### src/rtl/ex_mem_stage_if.sv
// EX-to-MEM stage bus: EX-side handshake and payload, MEM-side handshake and payload,
// flush and branch redirect.
interface ex_mem_stage_if #(
    parameter int unsigned DATA_W = 32,
    parameter int unsigned REG_W  = 5
);
    logic              flush;
    logic              in_valid;
    logic              in_ready;
    logic [DATA_W-1:0] in_result;
    logic              in_equal;
    logic [DATA_W-1:0] in_store_data;
    logic [REG_W-1:0]  in_rd;
    logic              in_reg_write;
    logic              in_mem_read;
    logic              in_mem_write;
    logic              in_branch;
    logic              in_branch_ne;
    logic [DATA_W-1:0] in_target;
    logic              out_valid;
    logic              out_ready;
    logic [DATA_W-1:0] out_result;
    logic [DATA_W-1:0] out_store_data;
    logic [REG_W-1:0]  out_rd;
    logic              out_reg_write;
    logic              out_mem_read;
    logic              out_mem_write;
    logic              redirect;
    logic [DATA_W-1:0] redirect_pc;

    modport master (
        output flush, in_valid, in_result, in_equal, in_store_data, in_rd, in_reg_write,
               in_mem_read, in_mem_write, in_branch, in_branch_ne, in_target, out_ready,
        input  in_ready, out_valid, out_result, out_store_data, out_rd, out_reg_write,
               out_mem_read, out_mem_write, redirect, redirect_pc
    );

    modport slave (
        input  flush, in_valid, in_result, in_equal, in_store_data, in_rd, in_reg_write,
               in_mem_read, in_mem_write, in_branch, in_branch_ne, in_target, out_ready,
        output in_ready, out_valid, out_result, out_store_data, out_rd, out_reg_write,
               out_mem_read, out_mem_write, redirect, redirect_pc
    );
endinterface

### src/rtl/ex_mem_stage.sv
// EX/MEM pipeline register with a two-entry skid buffer and BEQ/BNE resolution.
// in_ready is a flop output, so MEM backpressure never reaches EX combinationally.
module ex_mem_stage #(
    parameter int unsigned DATA_W = 32,
    parameter int unsigned REG_W  = 5
) (
    input logic           clk,
    input logic           reset,
    ex_mem_stage_if.slave bus
);
    typedef struct packed {
        logic [DATA_W-1:0] result;
        logic [DATA_W-1:0] store_data;
        logic [REG_W-1:0]  rd;
        logic              reg_write;
        logic              mem_read;
        logic              mem_write;
    } entry_t;

    // Encoding is {out_valid, skid_valid}; 2'b01 is unreachable.
    typedef enum logic [1:0] {
        StEmpty = 2'b00,
        StOne   = 2'b10,
        StFull  = 2'b11
    } state_e;

    state_e            state_q, state_d;
    entry_t            main_q, main_d;
    entry_t            skid_q, skid_d;
    entry_t            in_entry;
    logic              redirect_q, redirect_d;
    logic [DATA_W-1:0] redirect_pc_q, redirect_pc_d;
    logic              in_ready;
    logic              accept;
    logic              deliver;
    logic              taken;

    assign in_ready = ~state_q[0];
    assign accept   = bus.in_valid & in_ready & ~bus.flush;
    assign deliver  = state_q[1] & bus.out_ready;
    assign taken    = bus.in_branch & (bus.in_equal ^ bus.in_branch_ne);

    always_comb begin
        in_entry            = '0;
        in_entry.result     = bus.in_result;
        in_entry.store_data = bus.in_store_data;
        in_entry.rd         = bus.in_rd;
        in_entry.reg_write  = bus.in_reg_write;
        in_entry.mem_read   = bus.in_mem_read;
        in_entry.mem_write  = bus.in_mem_write;
    end

    always_comb begin
        state_d = state_q;
        main_d  = main_q;
        skid_d  = skid_q;
        case (state_q)
            StEmpty: begin
                if (accept) begin
                    main_d  = in_entry;
                    state_d = StOne;
                end
            end
            StOne: begin
                if (accept && deliver) begin
                    main_d = in_entry;
                end else if (accept) begin
                    skid_d  = in_entry;
                    state_d = StFull;
                end else if (deliver) begin
                    state_d = StEmpty;
                end
            end
            StFull: begin
                if (deliver) begin
                    main_d  = skid_q;
                    skid_d  = '0;
                    state_d = StOne;
                end
            end
            default: state_d = StEmpty;
        endcase
        if (bus.flush) begin
            state_d = StEmpty;
        end
    end

    // Redirect is decided at accept, so a flushed input never produces a pulse.
    always_comb begin
        redirect_d    = accept & taken;
        redirect_pc_d = redirect_pc_q;
        if (accept && taken) begin
            redirect_pc_d = bus.in_target;
        end
    end

    always_ff @(posedge clk or posedge reset) begin
        if (reset) begin
            state_q       <= StEmpty;
            main_q        <= '0;
            skid_q        <= '0;
            redirect_q    <= 1'b0;
            redirect_pc_q <= '0;
        end else begin
            state_q       <= state_d;
            main_q        <= main_d;
            skid_q        <= skid_d;
            redirect_q    <= redirect_d;
            redirect_pc_q <= redirect_pc_d;
        end
    end

    assign bus.in_ready       = in_ready;
    assign bus.out_valid      = state_q[1];
    assign bus.out_result     = main_q.result;
    assign bus.out_store_data = main_q.store_data;
    assign bus.out_rd         = main_q.rd;
    assign bus.out_reg_write  = main_q.reg_write;
    assign bus.out_mem_read   = main_q.mem_read;
    assign bus.out_mem_write  = main_q.mem_write;
    assign bus.redirect       = redirect_q;
    assign bus.redirect_pc    = redirect_pc_q;
endmodule

### src/flat_wrapper.sv
// flat-port wrapper written by rule: the top's interface ports become plain ports
module ex_mem_stage_flat 
#(
    parameter int unsigned DATA_W = 32,
    parameter int unsigned REG_W  = 5
)
  (clk, reset, bus_flush, bus_in_valid, bus_in_result, bus_in_equal, bus_in_store_data, bus_in_rd, bus_in_reg_write, bus_in_mem_read, bus_in_mem_write, bus_in_branch, bus_in_branch_ne, bus_in_target, bus_out_ready, bus_in_ready, bus_out_valid, bus_out_result, bus_out_store_data, bus_out_rd, bus_out_reg_write, bus_out_mem_read, bus_out_mem_write, bus_redirect, bus_redirect_pc);
  ex_mem_stage_if #(.DATA_W(DATA_W), .REG_W(REG_W)) bus_i ();
  input logic clk;
  input logic reset;
  input wire logic [$bits(bus_i.flush)-1:0] bus_flush;
  input wire logic [$bits(bus_i.in_valid)-1:0] bus_in_valid;
  input wire logic [$bits(bus_i.in_result)-1:0] bus_in_result;
  input wire logic [$bits(bus_i.in_equal)-1:0] bus_in_equal;
  input wire logic [$bits(bus_i.in_store_data)-1:0] bus_in_store_data;
  input wire logic [$bits(bus_i.in_rd)-1:0] bus_in_rd;
  input wire logic [$bits(bus_i.in_reg_write)-1:0] bus_in_reg_write;
  input wire logic [$bits(bus_i.in_mem_read)-1:0] bus_in_mem_read;
  input wire logic [$bits(bus_i.in_mem_write)-1:0] bus_in_mem_write;
  input wire logic [$bits(bus_i.in_branch)-1:0] bus_in_branch;
  input wire logic [$bits(bus_i.in_branch_ne)-1:0] bus_in_branch_ne;
  input wire logic [$bits(bus_i.in_target)-1:0] bus_in_target;
  input wire logic [$bits(bus_i.out_ready)-1:0] bus_out_ready;
  output wire logic [$bits(bus_i.in_ready)-1:0] bus_in_ready;
  output wire logic [$bits(bus_i.out_valid)-1:0] bus_out_valid;
  output wire logic [$bits(bus_i.out_result)-1:0] bus_out_result;
  output wire logic [$bits(bus_i.out_store_data)-1:0] bus_out_store_data;
  output wire logic [$bits(bus_i.out_rd)-1:0] bus_out_rd;
  output wire logic [$bits(bus_i.out_reg_write)-1:0] bus_out_reg_write;
  output wire logic [$bits(bus_i.out_mem_read)-1:0] bus_out_mem_read;
  output wire logic [$bits(bus_i.out_mem_write)-1:0] bus_out_mem_write;
  output wire logic [$bits(bus_i.redirect)-1:0] bus_redirect;
  output wire logic [$bits(bus_i.redirect_pc)-1:0] bus_redirect_pc;
  assign bus_i.flush = bus_flush;
  assign bus_i.in_valid = bus_in_valid;
  assign bus_i.in_result = bus_in_result;
  assign bus_i.in_equal = bus_in_equal;
  assign bus_i.in_store_data = bus_in_store_data;
  assign bus_i.in_rd = bus_in_rd;
  assign bus_i.in_reg_write = bus_in_reg_write;
  assign bus_i.in_mem_read = bus_in_mem_read;
  assign bus_i.in_mem_write = bus_in_mem_write;
  assign bus_i.in_branch = bus_in_branch;
  assign bus_i.in_branch_ne = bus_in_branch_ne;
  assign bus_i.in_target = bus_in_target;
  assign bus_i.out_ready = bus_out_ready;
  assign bus_in_ready = bus_i.in_ready;
  assign bus_out_valid = bus_i.out_valid;
  assign bus_out_result = bus_i.out_result;
  assign bus_out_store_data = bus_i.out_store_data;
  assign bus_out_rd = bus_i.out_rd;
  assign bus_out_reg_write = bus_i.out_reg_write;
  assign bus_out_mem_read = bus_i.out_mem_read;
  assign bus_out_mem_write = bus_i.out_mem_write;
  assign bus_redirect = bus_i.redirect;
  assign bus_redirect_pc = bus_i.redirect_pc;
  ex_mem_stage #(.DATA_W(DATA_W), .REG_W(REG_W)) u_core (.clk(clk), .reset(reset), .bus(bus_i));
endmodule
### config.mk
export PLATFORM = sky130hd
export DESIGN_NAME = ex_mem_stage_flat
export DESIGN_NICKNAME = d
export VERILOG_FILES = /design/src/rtl/ex_mem_stage_if.sv /design/src/rtl/ex_mem_stage.sv /design/src/flat_wrapper.sv
export SDC_FILE = /design/constraint.sdc
export NUM_CORES = 1
export LEC_CHECK = 0
export BUFFER_PORTS_ARGS = -buffer_cell sky130_fd_sc_hd__buf_4
export CAP_MARGIN = 10
export CELL_PAD_IN_SITES_DETAIL_PLACEMENT = 2
export CELL_PAD_IN_SITES_GLOBAL_PLACEMENT = 2
export CORE_MARGIN = 3
export CORE_UTILIZATION = 32
export CTS_CLUSTER_SIZE = 12
export DETAILED_ROUTE_END_ITERATION = 10
export GPL_ROUTABILITY_DRIVEN = 0
export PLACE_DENSITY_LB_ADDON = 0.1
export SLEW_MARGIN = 40
export SYNTH_ARGS = -nofsm -noshare
export SYNTH_HDL_FRONTEND = slang
export SYNTH_SLANG_ARGS = --single-unit
export TNS_END_PERCENT = 20
### constraint.sdc
create_clock -name clk -period 7.1 [get_ports clk]
set_input_delay 1.42 -clock clk [delete_from_list [all_inputs] [get_ports clk]]
set_output_delay 1.42 -clock clk [all_outputs]
set_load 0.01 [all_outputs]
* Word-level counts from Yosys, hierarchy flattened *
Cells that the tools add are included.

word-level totals
  register bits = 179
  output and inout port bits = 107
  input bits = 112

operators by class
  reductions and logical operators = 8
  equal/unequal tests = 11
  bitwise operators = 8
  multiplexer cells = 14

operators with widths
  operator                                                                 number
  72-bit 2-to-1 mux                                                        5
  72-bit case mux with 3 select lines                                      1
  72-bit case mux with 2 select lines                                      1
  2-bit 2-to-1 mux                                                         6
  4-bit AND reduction                                                      3
  2-bit by 1-bit inequality test with 1-bit output, second input constant  4
  3-bit by 2-bit inequality test with 1-bit output, second input constant  2
  2-bit case mux with 3 select lines                                       1
  1-bit bitwise AND                                                        5
  2-bit equality test, second input constant                               2
  4-bit by 2-bit inequality test with 1-bit output, second input constant  1
  3-bit inequality test, second input constant                             1
  3-bit nonzero test                                                       1
  1-bit logical AND                                                        2
  2-bit logical NOT                                                        1
  2-bit inequality test, second input constant                             1
  1-bit NOT                                                                2
  2-bit nonzero test                                                       1
  1-bit XOR                                                                1

* Depth between registers and ports, before layout *
  depth after elaboration = 7
  gate-level depth with buffers = 8

* Least setup slack after synthesis *
OpenSTA, ideal clock, no wires.

  path type = input to register
  from = input bus_flush
  to = register u_core.main_q, in the netlist u_core.bus.out_rd[0]
  arrival = 2.711 ns
  slack = 4.244 ns
  data required time = 6.955 ns
  cell stages on the path = 5
  buffers on the path = 2
  path through = or3b_1 -> o21ai_2 -> buf_2 -> clkbuf_1 -> a41oi_1

between the ends
  word-level cells in the longest chain between the ends = 5
  elaborated cells on any way between the ends = 6
  classes of those cells = eq/ne (2); bitwise (2); reduce/logical (2)

RTL lines
  item                                                               RTL line             source
  from (decl)                                                        flat_wrapper.sv:11   input wire logic [$bits(bus_i.flush)-1:0] bus_flush;
  1-bit NOT (*)                                                      ex_mem_stage.sv:39   assign accept = bus.in_valid & in_ready & ~bus.flush;
  1-bit bitwise AND (*)                                              ex_mem_stage.sv:39
  1-bit logical AND                                                  ex_mem_stage.sv:65   if (accept && deliver) begin
  2-bit by 1-bit inequality test with 1-bit output (no source line)  --
  4-bit AND reduction (no source line) (*)                           --
  to (signal assigned)                                               ex_mem_stage.sv:106  main_q <= main_d;
  to (decl)                                                          ex_mem_stage.sv:28   entry_t main_q, main_d;

Mark *: on every way between the ends. The rest lies on a longest branch, timed or not.
A chain may end at the register's enable or synchronous reset.

* Final worst setup path *
  from = input bus_flush
  to = register u_core.main_q, in the netlist u_core.bus.out_result[1]

Same word-level chain as after synthesis.

==> results.tsv <==
stage	metric	value	unit
outcome	status	finished, final reports clean	
timing	unrepaired setup endpoints after global routing	no	
placed_design	PortBufs	218	
timing	Slew @ Worst Pin	0.790	ns
grt	global route total overflow	0	
critical_path	CP Class	input pin to register	
clock_tree	root buf cell	clkbuf_16	
cells_and_area	Filler cells	2496	
cells_and_area	Area Overhead vs Synth	31.6	%
logic_synthesis	post-synth cell types	26	
timing	Setup TNS	0	ns
timing	Final Hold Vio Count	0	
grt	gr busiest metal	met2	
clock_tree	post-CTS setup buffer count	0	
timing	clk_skew	0.00956	ns
logic_synthesis	post-synthesis adder-cell area fraction	0.649	%
logic_synthesis	Post-Synth Simple-Gate Area	13.7	%
logic_synthesis	compound-cell area share of the yosys netlist	18.7	%
grt	first-pass GRT wire length	40200	um
pwr	Leak Pwr	4.48	nW
floorplan	die area	26000	um^2
logic_synthesis	FF+latch count, synth	179	
logic_synthesis	mux cell area share after synthesis	4.80	%
placed_design	Placed Instance Area	9590	um^2
floorplan	Die Width	161	um
logic_synthesis	XOR/XNOR share of the synthesized area	0.227	%
logic_synthesis	Seq/Total Area, Yosys	58.1	%
grt	met1 Use GR	24.7	%
critical_path	CP dominant cell by count	buf_4	
clock_tree	clock latency on the worst-skew pair	0.43	ns
floorplan	Starting Density	32.7	%
clock_tree	Max Buffers Root-to-Sink	2	
detailed_routing	drt drc	0	
detailed_routing	via/cell ratio	5.15	
timing	Relative slew margins	47.4	%
flow_run	max cap viols	0	
logic_synthesis	syn_nets	854	
clock_tree	CTS tree	yes	
detailed_routing	total number of vias	6461	
logic_synthesis	Avg Cell Area, Syn	10.4	um^2
timing	minimum clock period	3.12	ns
timing	Slew Viols, Final	0	
detailed_routing	DR WL/cell	19.6	um
clock_tree	Sink Count	179	
logic_synthesis	Syn Inst Count	738	
cells_and_area	area of the multi-input gates	2970	um^2
cells_and_area	most frequent cells in the layout	buf_4 (226), dfrtp_1 (179), nand2_1 (145), nand2b_1 (75), a21oi_1 (74)	
grt	largest net degree at the start of global routing	81	
timing	final setup violation count	0	
critical_path	slowest stage cell, crit path	buf_4	
clock_tree	Num CTS Buffers	17	
clock_tree	post_cts resized	0	
detailed_routing	Post-Route WL	24600	um
clock_tree	CTS Hold Buffers Added	0	
logic_synthesis	Syn Std Cell Area	7710	um^2
clock_tree	clock slew at reported path FFs	0.07	ns
critical_path	crit-path cells	buf_4 > or3b_1 > a221oi_4 > buf_4 > a21oi_1 > a41oi_1	
detailed_routing	post-route ant nets	0	
critical_path	worst path arrival time	3.46	ns
grt	Total GRT Usage	19.2	%
critical_path	Required @ worst endpoint	7.43	ns
critical_path	Worst Path Max Fanout	72	
timing	fmax	320	MHz
cells_and_area	Nets	1037	
detailed_routing	TritonRoute pass-1 iters	4	
timing	period utilization	44.0	%
grt	initial antenna violation count	1	
floorplan	Ports	219	
cells_and_area	most common cell after layout, fill and taps aside	buf_4	
cells_and_area	final non-filler cell area	10100	um^2
detailed_routing	Detailed Route Iter0 Violations	373	
placed_design	DP HPWL	16200	um
logic_synthesis	largest family of logic cells by synthesized area	compound AO/OA/AOI/OAI gates	
grt	number of global-route vias before repair	7254	
pwr	Max VDD drop	0.186	mV
critical_path	Critical Path End Type	register	
worst_hold_path	worst hold path type	register to register	
critical_path	Startpoint Class	input pin	
clock_tree	Clock H-tree levels	4	
grt	met2 Usage GRT	33.1	%
cells_and_area	sequential cell area	4480	um^2
grt	GRT met3 Usage	3.62	%
floorplan	num rows	56	
cells_and_area	share of layout cells above drive strength 1	31.6	%
floorplan	overall die height	161	um
critical_path	Slowest Stage Delay on Critical Path	0.64	ns
floorplan	core region area	23500	um^2
logic_synthesis	Ys Warns	0	
pwr	PD cells	429	nW/um^2
[worst max-delay path, delay by kind of cell]
kind            cells  cell delay, ns
buf+inv             2            0.77
compound gates      3            0.74
simple gates        1            0.45
[through the flow]
step           utilization [%]  hold WS [ns]  setup WS [ns]  power (W)  cells
6_report                  43.1         0.487           3.98    0.00435   1254
3_3_place_gp              40.7         0.462           3.79    0.00333   1221
5_1_grt                   43.1         0.516           3.87    0.00468   1254
4_1_cts                   43.1         0.493           4.02    0.00441   1253
3_5_place_dp              40.7         0.474           3.57    0.00348   1221
2_1_floorplan                -         0.450          0.821    0.00268    738
[kinds of logic after synthesis]
| family | after synthesis |
|---|---|
| multiplexers | 33 |
| buffers and inverters | 68 |
| AND/OR/NAND/NOR | 226 |
| adder cells (fa/ha/maj) | 4 |
| flip-flops | 179 |
| AO/OA/AOI/OAI | 226 |
| XOR/XNOR | 2 |
[state kept, by name, indices dropped and copies added, names as in the netlist]
register                   flops
u_core.bus.out_reg_write       1
u_core.bus.out_store_data     32
u_core.bus.out_mem_write       1
u_core.bus.out_mem_read        1
u_core.bus.out_rd              5
u_core.bus.out_result         32
u_core.state_q                 2
u_core.bus.redirect_pc        32
u_core.skid_q                 72
u_core.bus.redirect            1
[path summary, 6_finish.rpt]
kind / slack (ns) / to / depth (start not counted) / from
min: 0.49 / u_core.skid_q[4]$_DFFE_PP0P_ / 2 / u_core.skid_q[4]$_DFFE_PP0P_
min reg2reg: 0.49 / u_core.skid_q[4]$_DFFE_PP0P_ / 2 / u_core.skid_q[4]$_DFFE_PP0P_
min in group asynchronous: 1.03 / u_core.bus.redirect_pc[25]$_DFFE_PP0P_ / 2 / reset
max in group asynchronous: 5.02 / u_core.bus.out_result[15]$_DFFE_PP0P_ / 3 / reset
max: 3.98 / u_core.bus.out_result[1]$_DFFE_PP0P_ / 6 / bus_flush
max reg2reg: 4.44 / u_core.skid_q[5]$_DFFE_PP0P_ / 5 / u_core.state_q[1]$_DFFE_PP0P_
[synth_stat cells]
| library cell | n | area, um^2 |
|---|---|---|
| nand2_1 | 145 | 544 |
| mux2_2 | 32 | 360 |
| or3b_1 | 1 | 8.76 |
| inv_1 | 4 | 15.0 |
| o22ai_1 | 1 | 6.26 |
| xor2_1 | 2 | 17.5 |
| nand3b_1 | 2 | 15.0 |
| nand3_1 | 1 | 5.00 |
| ha_1 | 4 | 50.1 |
| mux2i_1 | 1 | 10.0 |
| o211ai_1 | 1 | 7.51 |
| and4b_1 | 1 | 10.0 |
| a22oi_1 | 1 | 7.51 |
| o21ai_0 | 73 | 365 |
| o32a_1 | 1 | 10.0 |
| dfrtp_1 | 179 | 4480 |
| a21oi_1 | 74 | 370 |
| o21ai_2 | 1 | 8.76 |
| buf_2 | 21 | 105 |
| nor3b_1 | 1 | 7.51 |
| nand2b_1 | 75 | 469 |
| clkbuf_1 | 40 | 150 |
| buf_4 | 3 | 22.5 |
| a31oi_1 | 1 | 6.26 |
| a41oi_1 | 72 | 631 |
| a221oi_4 | 1 | 26.3 |
[report_power, final]
part           internal (W)  switching (W)  total, W
sequential          0.00150       0.000305   0.00181
combinational      0.000726       0.000907   0.00163
clock              0.000462       0.000444  0.000906
[per-layer routing]
layer / routed length (um) / up-vias
met1: 10500 / 3328
met5: 0 / -
li1: - / 2970
met3: 909 / 27
met2: 12700 / 136
met4: 507 / 0
[area by class of cell]
cell class	count	area share, %
diodes	1	0.0247
clock buffers	19	4.27
clock inverters	13	1.20
inverters	4	0.197
multi-input cells	491	29.3
flip-flops and latches	179	44.1
well taps	319	3.93
repair buffers	228	16.9
Note: power is estimated with default switching activity, not from simulation.
